**src/rtl/gemm_pkg.sv**
```systemverilog
// Shared definitions for the GEMM job scheduler: dimension width, parameter
// defaults, FSM state encodings, the command record and the busy-wait timeout.
package gemm_pkg;

  localparam int DIM_W        = 8;
  localparam int DEPTH_DEFAULT = 4;
  localparam int ID_W_DEFAULT  = 4;
  localparam int ID_MAX_W      = 16;
  localparam int WAIT_TIMEOUT  = 4;

  typedef logic [2:0] state_t;

  localparam state_t ST_IDLE      = 3'd0;
  localparam state_t ST_LAUNCH    = 3'd1;
  localparam state_t ST_WAIT_BUSY = 3'd2;
  localparam state_t ST_RUN       = 3'd3;
  localparam state_t ST_DONE      = 3'd4;

  // Command record; id is sized for the widest supported job-id.
  typedef struct packed {
    logic [DIM_W-1:0]    k;
    logic [DIM_W-1:0]    m;
    logic [DIM_W-1:0]    n;
    logic [ID_MAX_W-1:0] id;
  } cmd_t;

  function automatic logic has_zero_dim(input logic [DIM_W-1:0] k,
                                        input logic [DIM_W-1:0] m,
                                        input logic [DIM_W-1:0] n);
    return (k == '0) || (m == '0) || (n == '0);
  endfunction

endpackage

```
**src/rtl/gemm_cmd_fifo.sv**
```systemverilog
// In-order command FIFO with occupancy count. A push into a full queue is
// dropped (no bypass); a pop from an empty queue is ignored.
module gemm_cmd_fifo #(
  parameter int DEPTH = 4,
  parameter int WIDTH = 28
) (
  input  logic                       clk,
  input  logic                       rst_n,
  input  logic                       push,
  input  logic                       pop,
  input  logic [WIDTH-1:0]           wdata,
  output logic [WIDTH-1:0]           rdata,
  output logic [$clog2(DEPTH):0]     count,
  output logic                       full,
  output logic                       empty
);

  localparam int AW = (DEPTH > 1) ? $clog2(DEPTH) : 1;
  localparam int CW = $clog2(DEPTH) + 1;

  logic [WIDTH-1:0] mem [DEPTH];
  logic [AW-1:0]    wr_ptr;
  logic [AW-1:0]    rd_ptr;
  logic             do_push;
  logic             do_pop;

  assign full    = (count == CW'(DEPTH));
  assign empty   = (count == '0);
  assign do_push = push && !full;
  assign do_pop  = pop && !empty;
  assign rdata   = mem[rd_ptr];

  // Storage array; contents need no reset because count gates visibility.
  always_ff @(posedge clk) begin
    if (do_push) mem[wr_ptr] <= wdata;
  end

  // Pointers wrap naturally since DEPTH is a power of two.
  always_ff @(posedge clk or negedge rst_n) begin
    if (!rst_n) begin
      wr_ptr <= '0;
      rd_ptr <= '0;
      count  <= '0;
    end else begin
      if (do_push) wr_ptr <= wr_ptr + AW'(1);
      if (do_pop)  rd_ptr <= rd_ptr + AW'(1);
      case ({do_push, do_pop})
        2'b10:   count <= count + CW'(1);
        2'b01:   count <= count - CW'(1);
        default: count <= count;
      endcase
    end
  end

endmodule

```
**src/rtl/gemm_scheduler.sv**
```systemverilog
// GEMM job scheduler: queues matrix-multiply commands, launches them one at a
// time on the systolic array, times each run and reports a completion record.
module gemm_scheduler import gemm_pkg::*; #(
  parameter int DEPTH = DEPTH_DEFAULT,
  parameter int ID_W  = ID_W_DEFAULT
) (
  input  logic                   clk,
  input  logic                   rst_n,
  input  logic                   cmd_valid,
  output logic                   cmd_ready,
  input  logic [DIM_W-1:0]       cmd_K,
  input  logic [DIM_W-1:0]       cmd_M,
  input  logic [DIM_W-1:0]       cmd_N,
  input  logic [ID_W-1:0]        cmd_id,
  output logic                   sa_in_valid,
  output logic [DIM_W-1:0]       sa_K,
  output logic [DIM_W-1:0]       sa_M,
  output logic [DIM_W-1:0]       sa_N,
  input  logic                   sa_busy,
  output logic                   done_valid,
  output logic [ID_W-1:0]        done_id,
  output logic [15:0]            done_cycles,
  output logic                   done_err,
  output logic [$clog2(DEPTH):0] queue_count,
  output logic                   idle
);

  localparam int WIDTH  = 3 * DIM_W + ID_W;
  localparam int WAIT_W = $clog2(WAIT_TIMEOUT) + 1;

  state_t             state;
  logic [WIDTH-1:0]   head;
  logic               fifo_full;
  logic               fifo_empty;
  logic               push;
  logic               pop;
  logic [DIM_W-1:0]   head_k;
  logic [DIM_W-1:0]   head_m;
  logic [DIM_W-1:0]   head_n;
  logic [ID_W-1:0]    head_id;
  logic               head_zero;
  logic [15:0]        cyc_cnt;
  logic [WAIT_W-1:0]  wait_cnt;
  logic [ID_W-1:0]    job_id;

  assign head_k    = head[WIDTH-1 -: DIM_W];
  assign head_m    = head[WIDTH-1-DIM_W -: DIM_W];
  assign head_n    = head[ID_W +: DIM_W];
  assign head_id   = head[ID_W-1:0];
  assign head_zero = has_zero_dim(head_k, head_m, head_n);

  assign cmd_ready   = !fifo_full;
  assign push        = cmd_valid && cmd_ready;
  assign pop         = (state == ST_LAUNCH) ||
                       ((state == ST_IDLE) && !fifo_empty && head_zero);
  assign sa_in_valid = (state == ST_LAUNCH);
  assign done_valid  = (state == ST_DONE);
  assign idle        = (state == ST_IDLE) && fifo_empty;

  gemm_cmd_fifo #(
    .DEPTH (DEPTH),
    .WIDTH (WIDTH)
  ) u_fifo (
    .clk   (clk),
    .rst_n (rst_n),
    .push  (push),
    .pop   (pop),
    .wdata ({cmd_K, cmd_M, cmd_N, cmd_id}),
    .rdata (head),
    .count (queue_count),
    .full  (fifo_full),
    .empty (fifo_empty)
  );

  // Job FSM with run/wait counters and the registered launch and completion records.
  always_ff @(posedge clk or negedge rst_n) begin
    if (!rst_n) begin
      state       <= ST_IDLE;
      sa_K        <= '0;
      sa_M        <= '0;
      sa_N        <= '0;
      job_id      <= '0;
      cyc_cnt     <= '0;
      wait_cnt    <= '0;
      done_id     <= '0;
      done_cycles <= '0;
      done_err    <= 1'b0;
    end else begin
      case (state)
        ST_IDLE: begin
          if (!fifo_empty) begin
            if (head_zero) begin
              done_id     <= head_id;
              done_cycles <= '0;
              done_err    <= 1'b0;
              state       <= ST_DONE;
            end else begin
              sa_K  <= head_k;
              sa_M  <= head_m;
              sa_N  <= head_n;
              state <= ST_LAUNCH;
            end
          end
        end
        ST_LAUNCH: begin
          job_id   <= head_id;
          cyc_cnt  <= '0;
          wait_cnt <= '0;
          state    <= ST_WAIT_BUSY;
        end
        ST_WAIT_BUSY: begin
          if (sa_busy) begin
            cyc_cnt <= cyc_cnt + 16'd1;
            state   <= ST_RUN;
          end else if (wait_cnt == WAIT_W'(WAIT_TIMEOUT - 1)) begin
            done_id     <= job_id;
            done_cycles <= '0;
            done_err    <= 1'b1;
            state       <= ST_DONE;
          end else begin
            wait_cnt <= wait_cnt + WAIT_W'(1);
          end
        end
        ST_RUN: begin
          if (sa_busy) begin
            if (cyc_cnt != 16'hFFFF) cyc_cnt <= cyc_cnt + 16'd1;
          end else begin
            done_id     <= job_id;
            done_cycles <= cyc_cnt;
            done_err    <= 1'b0;
            state       <= ST_DONE;
          end
        end
        ST_DONE: state <= ST_IDLE;
        default: state <= ST_IDLE;
      endcase
    end
  end

endmodule

```
**config.mk**
```make
export PLATFORM = sky130hd
export DESIGN_NAME = gemm_scheduler
export DESIGN_NICKNAME = d
export VERILOG_FILES = /design/src/rtl/gemm_pkg.sv /design/src/rtl/gemm_cmd_fifo.sv /design/src/rtl/gemm_scheduler.sv
export SDC_FILE = /design/constraint.sdc
export NUM_CORES = 1
export LEC_CHECK = 0
export BUFFER_PORTS_ARGS = -buffer_cell sky130_fd_sc_hd__buf_2
export CAP_MARGIN = 20
export CORE_MARGIN = 5
export CORE_UTILIZATION = 52
export CTS_BUF_LIST = sky130_fd_sc_hd__clkbuf_16
export CTS_CLUSTER_DIAMETER = 100
export DETAILED_ROUTE_END_ITERATION = 8
export PLACE_DENSITY = 0.87
export SETUP_SLACK_MARGIN = 0.3
export SYNTH_ARGS = -nofsm -noshare
export SYNTH_HDL_FRONTEND = slang
export SYNTH_SLANG_ARGS = --single-unit
```
**constraint.sdc**
```tcl
create_clock -name clk -period 2.7 [get_ports clk]
set_input_delay 0.405 -clock clk [delete_from_list [all_inputs] [get_ports clk]]
set_output_delay 0.405 -clock clk [all_outputs]
set_load 0.02 [all_outputs]
```
# Word level (Yosys, flattened, before mapping)
# Memory sizes are Yosys's and may differ from the RTL's.
# Index checks and enable logic that the tools add are counted.
[totals]
register_bits = 78
output_inout_bits = 52
ramBits = 112
in_bits = 32
wordCells = 100
memories = 1
[op_classes]
add_sub_neg = 6
bitwise_logic = 2
n_eq_ne = 19
mux = 34
n_reduce_logical = 25
[memory_table]
columns = ["memory", "words", "width", "rd", "rd_ports_with_merged_regs", "write_ports", "line_no", "rtl"]
rows = [
  ["u_fifo.mem", 4, 28, 1, 0, 1, "gemm_cmd_fifo.sv:21", "logic [WIDTH-1:0] mem [DEPTH];"],
]
[ops]
columns = ["cell", "count"]
rows = [
  ["2-to-1 mux 16 bit", 8],
  ["case mux 16 bit (3 select lines)", 2],
  ["zero test 8 bit", 3],
  ["2-to-1 mux 3 bit", 7],
  ["2-to-1 mux 4 bit", 5],
  ["inequality test 2 bit, second input constant", 9],
  ["adder 16 x 1 -> 16 bit, second input constant", 1],
  ["inequality test 16 bit, second input constant", 1],
  ["case mux 3 bit (2 select lines)", 2],
  ["case mux 3 bit (4 select lines)", 1],
  ["case mux 4 bit (3 select lines)", 1],
  ["equality test 3 x 2 -> 1 bit, second input constant", 3],
  ["AND reduction 3 bit", 3],
  ["2-to-1 mux 1 bit", 7],
  ["adder 3 x 1 -> 3 bit, second input constant", 2],
  ["equality test 3 bit, second input constant", 2],
  ["logical AND 1 bit", 6],
  ["zero test 3 bit", 2],
  ["AND reduction 6 bit", 1],
  ["nonzero test 3 bit", 2],
  ["adder 2 x 1 -> 2 bit, second input constant", 2],
  ["AND reduction 4 bit", 1],
  ["nonzero test 2 bit", 2],
  ["equality test 3 x 1 -> 1 bit, second input constant", 1],
  ["8 further kinds", 12],
]

# Logic depth before layout (Yosys ltp)
# Gate-level depths: netlist (run 1).
# An unclocked memory read counts as a cell.
[depth]
depth_word = 9
depth_mapped = 13
depth_no_buf = 11

# Modules after synthesis
# From an unflattened synthesis (run 1), not the netlist that was laid out.
[unflattened]
hier_cells = 489
area_unflattened_um2 = 7831.3
[modules_own_cells]
columns = ["module", "area_each_um2", "cells_per_inst", "n_inst"]
rows = [
  ["gemm_cmd_fifo", 4488.1, 183, 1],
  ["gemm_scheduler", 3343.2, 306, 1],
]

# Worst setup path before layout (run 1)
# No wires, ideal clock.
[synth_path]
kind = "reg2reg"
start = "register u_fifo.rd_ptr[0]"
end = "register u_fifo.count[2]"
slack_ns = -0.094
setup_ns = 0.080
arrival_ns = 2.715
path_stages_with_launch = 13
required_ns = 2.620
period_less_slack_ns = 2.794
cell_sequence = "dfrtp_1 buf_2 mux4_2 nor4_1 nand2_1 nand3_2 o21a_1 ha_1 inv_1 fa_1 xor2_1 nor2_1 xor2_1"
[synth_between]
elab_chain_len = 9
word_cells_on_any_way = 13
[synth_lines]
columns = ["element", "line_no", "rtl"]
rows = [
  ["from (decl)", "gemm_cmd_fifo.sv:23", "logic [AW-1:0] rd_ptr;"],
  ["from (signal assigned)", "gemm_cmd_fifo.sv:46", "if (do_pop) rd_ptr <= rd_ptr + AW'(1);"],
  ["memory read (4 x 28 bit) *", "-", ""],
  ["zero test 8 bit", "gemm_pkg.sv:30", "return (k == '0) || (m == '0) || (n == '0);"],
  ["logical OR 1 bit", "gemm_pkg.sv:30", ""],
  ["logical OR 1 bit *", "gemm_pkg.sv:30", ""],
  ["logical AND 1 bit *", "gemm_scheduler.sv:55", "((state == ST_IDLE) && !fifo_empty && head_zero);"],
  ["logical OR 1 bit *", "gemm_scheduler.sv:54", "assign pop = (state == ST_LAUNCH) ||"],
  ["logical AND 1 bit *", "gemm_cmd_fifo.sv:30", "assign do_pop = pop && !empty;"],
  ["via u_fifo.do_pop", "gemm_cmd_fifo.sv:25", "logic do_pop;"],
  ["equality test 2 x 1 -> 1 bit or equality test 2 bit (tied branches)", "gemm_cmd_fifo.sv:47", "case ({do_push, do_pop})"],
  ["case mux 3 bit (2 select lines) or nonzero test 2 bit (tied branches)", "-", ""],
  ["to (signal assigned)", "gemm_cmd_fifo.sv:48", "2'b10: count <= count + CW'(1);"],
  ["to (signal assigned)", "gemm_cmd_fifo.sv:49", "2'b01: count <= count - CW'(1);"],
  ["to (signal assigned)", "gemm_cmd_fifo.sv:50", "default: count <= count;"],
  ["to (decl)", "gemm_cmd_fifo.sv:13", "output logic [$clog2(DEPTH):0] count,"],
]
# Mark *: on every way through the listed nets, which the timed path passes. The rest lies on a longest branch.
# A chain may end at the register's enable or synchronous reset.

# Worst setup path in the final report (run 1)
[layout_path]
start = "register u_fifo.rd_ptr[0]"
end = "register done_id[3]"
[layout_between]
elab_chain_len = 6
word_cells_on_any_way = 11
[layout_lines]
columns = ["element", "line_no", "rtl"]
rows = [
  ["memory read (4 x 28 bit) *", "-", ""],
  ["zero test 8 bit", "gemm_pkg.sv:30", ""],
  ["logical OR 1 bit (2 in a row)", "gemm_pkg.sv:30", ""],
  ["inequality test 2 bit (no line)", "-", ""],
  ["AND reduction 6 bit (no line)", "-", ""],
  ["to (signal assigned)", "gemm_scheduler.sv:93", "done_id <= head_id;"],
  ["to (signal assigned)", "gemm_scheduler.sv:116", "done_id <= job_id;"],
  ["to (signal assigned)", "gemm_scheduler.sv:128", "done_id <= job_id;"],
  ["to (decl)", "gemm_scheduler.sv:21", "output logic [ID_W-1:0] done_id,"],
]
# Every way passes the cells marked *; elsewhere a longest branch is shown, timed or not. The select of a mux whose other input is x is not followed.

==> out/qor.csv, run 1 <==
metric,value,unit
path_class,flop to flop,
arrival,3.41,ns
drc,0,
num_vias,4446,
final_antenna_net_count,0,
grt_max_degree,50,
syn_inst,443,
synth_seq_cells,190,
cts_tree,done,
cts_max_level,4,
grt_use_total,21.18,%
timing.fmax,323.7,MHz
fill_cells,953,
first_pass_iters,5,
gp_congestion,0.7693,
violations,negative setup slack,
r2r-start,u_fifo.rd_ptr[0]$_DFFE_PN0P_,
netlist_area,7572,um^2
power_density,1187,nW/um^2
synth.avg_cell_area,17.09,um^2
worstReg2RegEnd,done_id[3]$_DFFE_PN0P_,
ys.warnings.count,0,
stdcell_count,773,
globalRouteOverflowTotal,0,
coreArea,14420,um^2
tns,-13.69,ns
hp-class,input port to asynchronous set/reset pin,
cts.sinks,190,
required,3.02,ns
fin_crit_sh,114.4,%
synth-seq-area-share,70.19,%
cap_violations,0,
cts_buffers,17,
drive_gt1_share,41.23,%
worst_setup_path_start_kind,flop,
drt_wl_total,17380,um
grt_pass1_vias,4629,
fin_ws,-0.3896,ns
fin_crit,3.090,ns
syn_nets,484,
rows,44,
synth_flop_cell,edfxtp_1,
synth_cell_types,46,
drv_slew,0,
cp_max_fo,7,
setup_viol,49,
die_x,130.7,um
die_y,130.7,um
antenna_found_initial,2,
grt_pass1_wl,26320,um
rsz0062_at_grt,yes,
slew_headroom,53.43,%
path_clk_slew,0.08,ns
hold_violations,0,
critPathCaptureType,flop,
port_buffers,83,
drt-initial-drc-count,318,
via_per_inst,5.752,
worst_pin_slew,0.6985,ns
p_leak,3.866,nW
cts_root_buffer,clkbuf_16,
io_pins,84,
worst-r2r-cell-count,15,
place_hpwl,10880,um
clock_path_buffers,2,
dp_slack,-0.3310,ns
vdd_drop_max,726.7,uV
initial_core_util,52.50,%
area_growth_syn_to_layout,23.91,%
status,"finished, violations left",
dp.cells,717,
synth_edf_count,112,
synthArstFlopShare,41.05,%
wl_per_cell,22.48,um
dieArea,17080,um^2
reg2reg_slack,-0.39,ns
clock_latency,0.44,ns
finalClockSkew,0.01909,ns
final_nets,615,
-- cells by family (layout without fill, tap and decap cells) --
| logic type | count (synthesis) | in the layout | share of synthesized area [%] |
|---|---|---|---|
| DFF | 190 | 190 | 70.19 |
| and+or+nand+nor | 94 | 95 | 6.312 |
| muxes | 61 | 61 | 14.16 |
| AOI/OAI and AO/OA | 40 | 40 | 3.833 |
| buffers and inverters | 32 | 175 | 1.950 |
| xor gates and xnor gates | 17 | 17 | 1.966 |
| adders and majority gates | 9 | 9 | 1.586 |
| other | 0 | 2 | 0 |
-- Yosys cell counts (11+ instances only) --
| master | number | area [um^2] |
|---|---|---|
| mux2_4 | 19 | 285.3 |
| xor2_1 | 13 | 113.9 |
| nor2_1 | 18 | 67.56 |
| nand2_1 | 26 | 97.59 |
| mux4_2 | 28 | 630.6 |
| nand3_1 | 11 | 55.05 |
| clkbuf_1 | 11 | 41.29 |
| dfrtp_1 | 78 | 1952 |
| edfxtp_1 | 112 | 3363 |
| a22o_1 | 16 | 140.1 |
-- registers in the layout (all words and copies together) (netlist names), 2 cells and up --
name and cells:
cyc_cnt 16, done_cycles 16, done_id 4, job_id 4, sa_K 8, sa_M 8
sa_N 8, state 3, u_fifo.count 3, u_fifo.mem 112, u_fifo.rd_ptr 2, u_fifo.wr_ptr 2
wait_cnt 3
-- metal layers --
layer  GRT usage, %  wire length [um]
met3          5.000              1091
met4          7.381               422
met1          25.42              6511
met2          37.59              9349
met5              0                 0
-- placed cells by master (no fill, tap or decap), types with 7 or more instances in the layout --
cell type / instances
a22o_1: 16
and3_1: 10
buf_12: 8
buf_2: 82
buf_4: 26
buf_6: 14
clkbuf_16: 18
dfrtp_1: 77
edfxtp_1: 112
ha_1: 7
inv_1: 11
mux2_2: 10
mux2_4: 21
mux4_2: 28
nand2_1: 26
nand3_1: 11
nor2_1: 17
o21ai_0: 10
xor2_1: 13
-- layout make-up --
cell class	instances	area, um^2	area share (%)
antenna	2	5.005	0.05334
clock buffer	18	450.4	4.801
clock inverter	14	111.4	1.187
inverter	10	37.54	0.4001
multi-input combinational	222	2248	23.96
sequential	190	5316	56.66
tap	184	230.2	2.454
timing repair buffer	133	983.4	10.48
-- worst max-delay path by stage --
stage / start / endpoint
finish: u_fifo.rd_ptr[0]$_DFFE_PN0P_ / done_id[3]$_DFFE_PN0P_
global route: u_fifo.rd_ptr[0]$_DFFE_PN0P_ / u_fifo.count[2]$_DFFE_PN0P_
global placement: u_fifo.rd_ptr[0]$_DFFE_PN0P_ / u_fifo.count[2]$_DFFE_PN0P_
CTS: u_fifo.rd_ptr[0]$_DFFE_PN0P_ / done_id[3]$_DFFE_PN0P_
floorplan: u_fifo.rd_ptr[0]$_DFFE_PN0P_ / u_fifo.count[2]$_DFFE_PN0P_
detailed placement: u_fifo.rd_ptr[0]$_DFFE_PN0P_ / u_fifo.count[2]$_DFFE_PN0P_
-- stage by stage --
stage | power (mW) | utilization (%) | instance area, um^2 | hold slack, ns
2_1_floorplan | 6.785 | - | 7587 | 0.1094
3_3_place_gp | 7.838 | 58.19 | 8393 | 0.4682
3_5_place_dp | 8.076 | 58.19 | 8393 | 0.4787
4_1_cts | 11.04 | 64.69 | 9331 | 0.01703
5_1_grt | 11.62 | 65.05 | 9383 | 0.05114
6_report | 11.14 | 65.05 | 9383 | 0.01918
-- where the power goes --
group / total [mW] / internal, mW / switching, mW
Clock: 2.38 / 1.25 / 1.12
Sequential: 4.28 / 3.86 / 0.420
Combinational: 4.48 / 2.19 / 2.29
-- worst max-delay path, cell delays in order (launching register included) --
cell and delay [ns]:
dfrtp_2 0.47, buf_4 0.19, buf_4 0.14, mux4_2 0.39
nor4_2 0.05, nand2_1 0.07, nand3_2 0.15, buf_6 0.16
buf_6 0.10, buf_6 0.10, buf_6 0.10, buf_6 0.11
buf_6 0.13, a21oi_4 0.32, buf_6 0.15, mux2_2 0.32
-- what timing repair did --
| action | in CTS | in global routing |
|---|---|---|
| hold buffers | 0 | 0 |
| gates cloned | 4 | 0 |
| resized for setup | 35 | 6 |
| buffers inserted | 15 | 2 |
| hold endpoints to repair | 0 | 0 |
| setup endpoints to repair | 50 | 53 |
| pin swaps | 2 | 5 |
Note: power is estimated with default switching activity, not from simulation.
==> run 2: changes to the inputs <==
--- a/config.mk
+++ b/config.mk
@@ -8,11 +8,11 @@
 export BUFFER_PORTS_ARGS = -buffer_cell sky130_fd_sc_hd__buf_2
 export CAP_MARGIN = 20
 export CORE_MARGIN = 5
-export CORE_UTILIZATION = 52
-export CTS_BUF_LIST = sky130_fd_sc_hd__clkbuf_16
+export CORE_UTILIZATION = 55
+export CTS_BUF_LIST = sky130_fd_sc_hd__clkbuf_8
 export CTS_CLUSTER_DIAMETER = 100
 export DETAILED_ROUTE_END_ITERATION = 8
-export PLACE_DENSITY = 0.87
+export PLACE_DENSITY = 0.91
 export SETUP_SLACK_MARGIN = 0.3
 export SYNTH_ARGS = -nofsm -noshare
 export SYNTH_HDL_FRONTEND = slang
==> run 2 against run 1 <==
  * The run still ends with negative setup slack left
  * Cell count down 3.0%
  * Maximum frequency up 3.0%
  * Non-clock buffer count down 15
  * Via count down 1.1%
  * First-iteration DRC count up 23%
  * Wire length down 8.6%
  * Clock power down 28%
  * Clock skew down 0.0027 ns
  * Setup slack better by 0.091 ns
  * Critical endpoint is now u_fifo.count[2]$_DFFE_PN0P_
==> out/qor.csv, run 2 (synthesis gave the netlist of run 1 again) <==
metric,value,unit,change
initial_core_util,56.73,%,+4.2 points
cts_max_level,4,,unchanged
vdd_drop_max,696.3,uV,-4.2%
drive_gt1_share,39.44,%,-1.8 points
cts_root_buffer,clkbuf_8,,
drt_wl_total,15870,um,-8.6%
via_per_inst,5.860,,+1.9%
setup_viol,2,,-96%
coreArea,13350,um^2,-7.5%
endpoint,u_fifo.count[2]$_DFFE_PN0P_,,
fin_crit,2.999,ns,-0.09103 ns
dp_slack,-0.3050,ns,+0.02606 ns
timing.fmax,333.5,MHz,+3.0%
path_clk_slew,0.09,ns,about the same
worst_pin_slew,0.7697,ns,+0.07120 ns
power.share.switching,35.71,%,+1.2 points
violations,negative setup slack,,
pwr-share-comb,40.1,%,-0.2 points
io_pins,84,,unchanged
die_x,127.3,um,-2.6%
wl_per_cell,21.16,um,-5.8%
antenna_found_initial,0,,-2
area_growth_syn_to_layout,17.75,%,
num_vias,4395,,-1.1%
worstReg2RegEnd,u_fifo.count[2]$_DFFE_PN0P_,,
drv_slew,0,,unchanged
final_antenna_net_count,0,,unchanged
path_class,flop to flop,,
rows,42,,-4.5%
cp_slowest_cell,mux4_2,,
fin_crit_sh,111.1,%,-3.4 points
cap_violations,0,,unchanged
dp.cells,708,,-1.3%
worst_setup_path_start_kind,flop,,
gp_congestion,0.8747,,+14%
largest_reg_flops,112,,unchanged
tns,-0.4693,ns,+13.22 ns
rsz0062_at_grt,yes,,
cts_buffers,17,,unchanged
p_switching,3.553,mW,-7.5%
grt_max_degree,53,,+6.0%
grt_pass1_wl,24800,um,-5.8%
fin_ws,-0.2986,ns,+0.09103 ns
p_seq_share,42.7,%,+4.3 points
path_common_cell,xor2_1,,
hold_violations,0,,unchanged
critPathLaunch,u_fifo.rd_ptr[0]$_DFFE_PN0P_,,
reg2reg_slack,-0.30,ns,+0.09 ns
finalClockSkew,0.01637,ns,-0.002718 ns
top_regs,"u_fifo.mem: 112 flops, cyc_cnt: 16 flops, done_cycles: 16 flops",,
die_y,127.3,um,-2.6%
clock_path_buffers,2,,unchanged
drt-initial-drc-count,391,,+23%
cp_max_fo,5,,-2
power,9.949,mW,-11%
power_density,1116,nW/um^2,-6.0%
first_pass_iters,4,,-1
r2r-start,u_fifo.rd_ptr[0]$_DFFE_PN0P_,,
path_cells,buf_12 -> mux4_2 -> nor4_4 -> nand2_1 -> nand3_2 -> o21a_1 -> ha_4 -> inv_2 -> fa_2 -> xor2_1 -> nor2_1 -> xor2_1,,
dieArea,16210,um^2,-5.0%
holdPathStages,1,,
p_clk_share,17.2,%,-4.1 points
cts.sinks,190,,unchanged
status,"finished, violations left",,
required,3.09,ns,+0.07 ns
final_common_cell,edfxtp_1,,
final_cell_mix,"edfxtp_1 (112), buf_2 (82), dfrtp_1 (77), mux4_2 (28), buf_4 (28)",,
grt_use_total,20.35,%,-0.83 points
globalRouteOverflowTotal,0,,unchanged
clock_latency,0.47,ns,+0.03 ns
p_leak,3.648,nW,-5.6%
hp-class,input port to flop,,
internal-power,6.397,mW,-12%
grt_pass1_vias,4550,,-1.7%
cts_tree,done,,
stdcell_count,750,,-3.0%
drc,0,,unchanged
critPathCaptureType,flop,,
final_nets,601,,-2.3%
slew_headroom,48.26,%,-5.2 points
port_buffers,83,,unchanged
cpPeakStageDelay,0.56,ns,+0.09 ns
place_hpwl,10780,um,-0.98%
worst-r2r-cell-count,12,,-3
arrival,3.38,ns,-0.03 ns
regMostFlops,u_fifo.mem,,
run 2: cell count changes in the layout (fill, tap and decap cells not counted), moves of 3 or more:
cell / change
buf_12: -6
buf_6: -11
clkbuf_8: +17
nor4_2: +3
inv_6: +5
clkbuf_16: -17
run 2: power groups by stage:
stage	clock (mW)	sequential (mW)	combinational (mW)
3_3_place_gp	0	4.24	3.51
2_1_floorplan	0	4.49	2.30
4_1_cts	1.74	4.23	3.87
3_5_place_dp	0	4.27	3.70
6_report	1.71	4.25	3.99
5_1_grt	1.88	4.31	4.28
run 2: repair_timing:
action | CTS | global route
endpoints found under the hold margin | 50 | 0
endpoints found under the setup margin | 49 | 50
pin swaps | 1 | 5
resized for setup | 19 | 6
gates cloned | 3 | 1
setup buffers | 0 | 4
hold buffers | 1 | 0
run 2: critical path: cells and delay by family, from the launching register on:
family                   cells  cell delay (ns)
flip-flops                   1             0.49
adder cells (fa/ha/maj)      2             0.48
AND/OR/NAND/NOR              4             0.72
XOR/XNOR                     2             0.30
buffers and inverters        2             0.18
multiplexers                 1             0.56
AO/OA/AOI/OAI                1             0.19
run 2: area by class of cell:
type / instances / area [um^2]
Sequential cell: 190 / 5316
Multi-Input combinational cell: 223 / 2235
Inverter: 10 / 37.54
Tap cell: 176 / 220.2
Fill cell: 872 / 4432
Clock inverter: 15 / 126.4
Timing Repair Buffer: 118 / 744.5
Antenna cell: 1 / 2.502
Clock buffer: 17 / 234.0
run 2: worst min-delay path by stage:
stage / from / endpoint
after floorplan: rst_n / cyc_cnt[0]$_DFFE_PN0P_
after global placement: rst_n / done_cycles[9]$_DFFE_PN0P_
after detailed placement: done_cycles[1]$_DFFE_PN0P_ / done_cycles[1]$_DFFE_PN0P_
after CTS: cmd_M[4] / u_fifo.mem[0][16]$_DFFE_PP_
after global routing: cmd_K[1] / u_fifo.mem[2][21]$_DFFE_PP_
final: cmd_N[7] / u_fifo.mem[2][11]$_DFFE_PP_
run 2: layer usage:
metal / share of wire (%) / wire, um / track usage, % / vias up
met5: 0 / 0 / 0 / -
met1: 39 / 6175 / 26.23 / 2263
met3: 7.2 / 1136 / 5.301 / 23
li1: - / - / - / 1923
met2: 52 / 8260 / 33.82 / 186
met4: 1.9 / 301 / 7.066 / 0
run 2: through the flow:
stage	area, um^2	util [%]	hold WS [ns]
2_1_floorplan	7587	-	0.1094
3_3_place_gp	8351	62.56	0.4740
3_5_place_dp	8351	62.56	0.4787
4_1_cts	8832	66.17	0.1129
5_1_grt	8914	66.78	0.1127
6_report	8916	66.80	0.1494
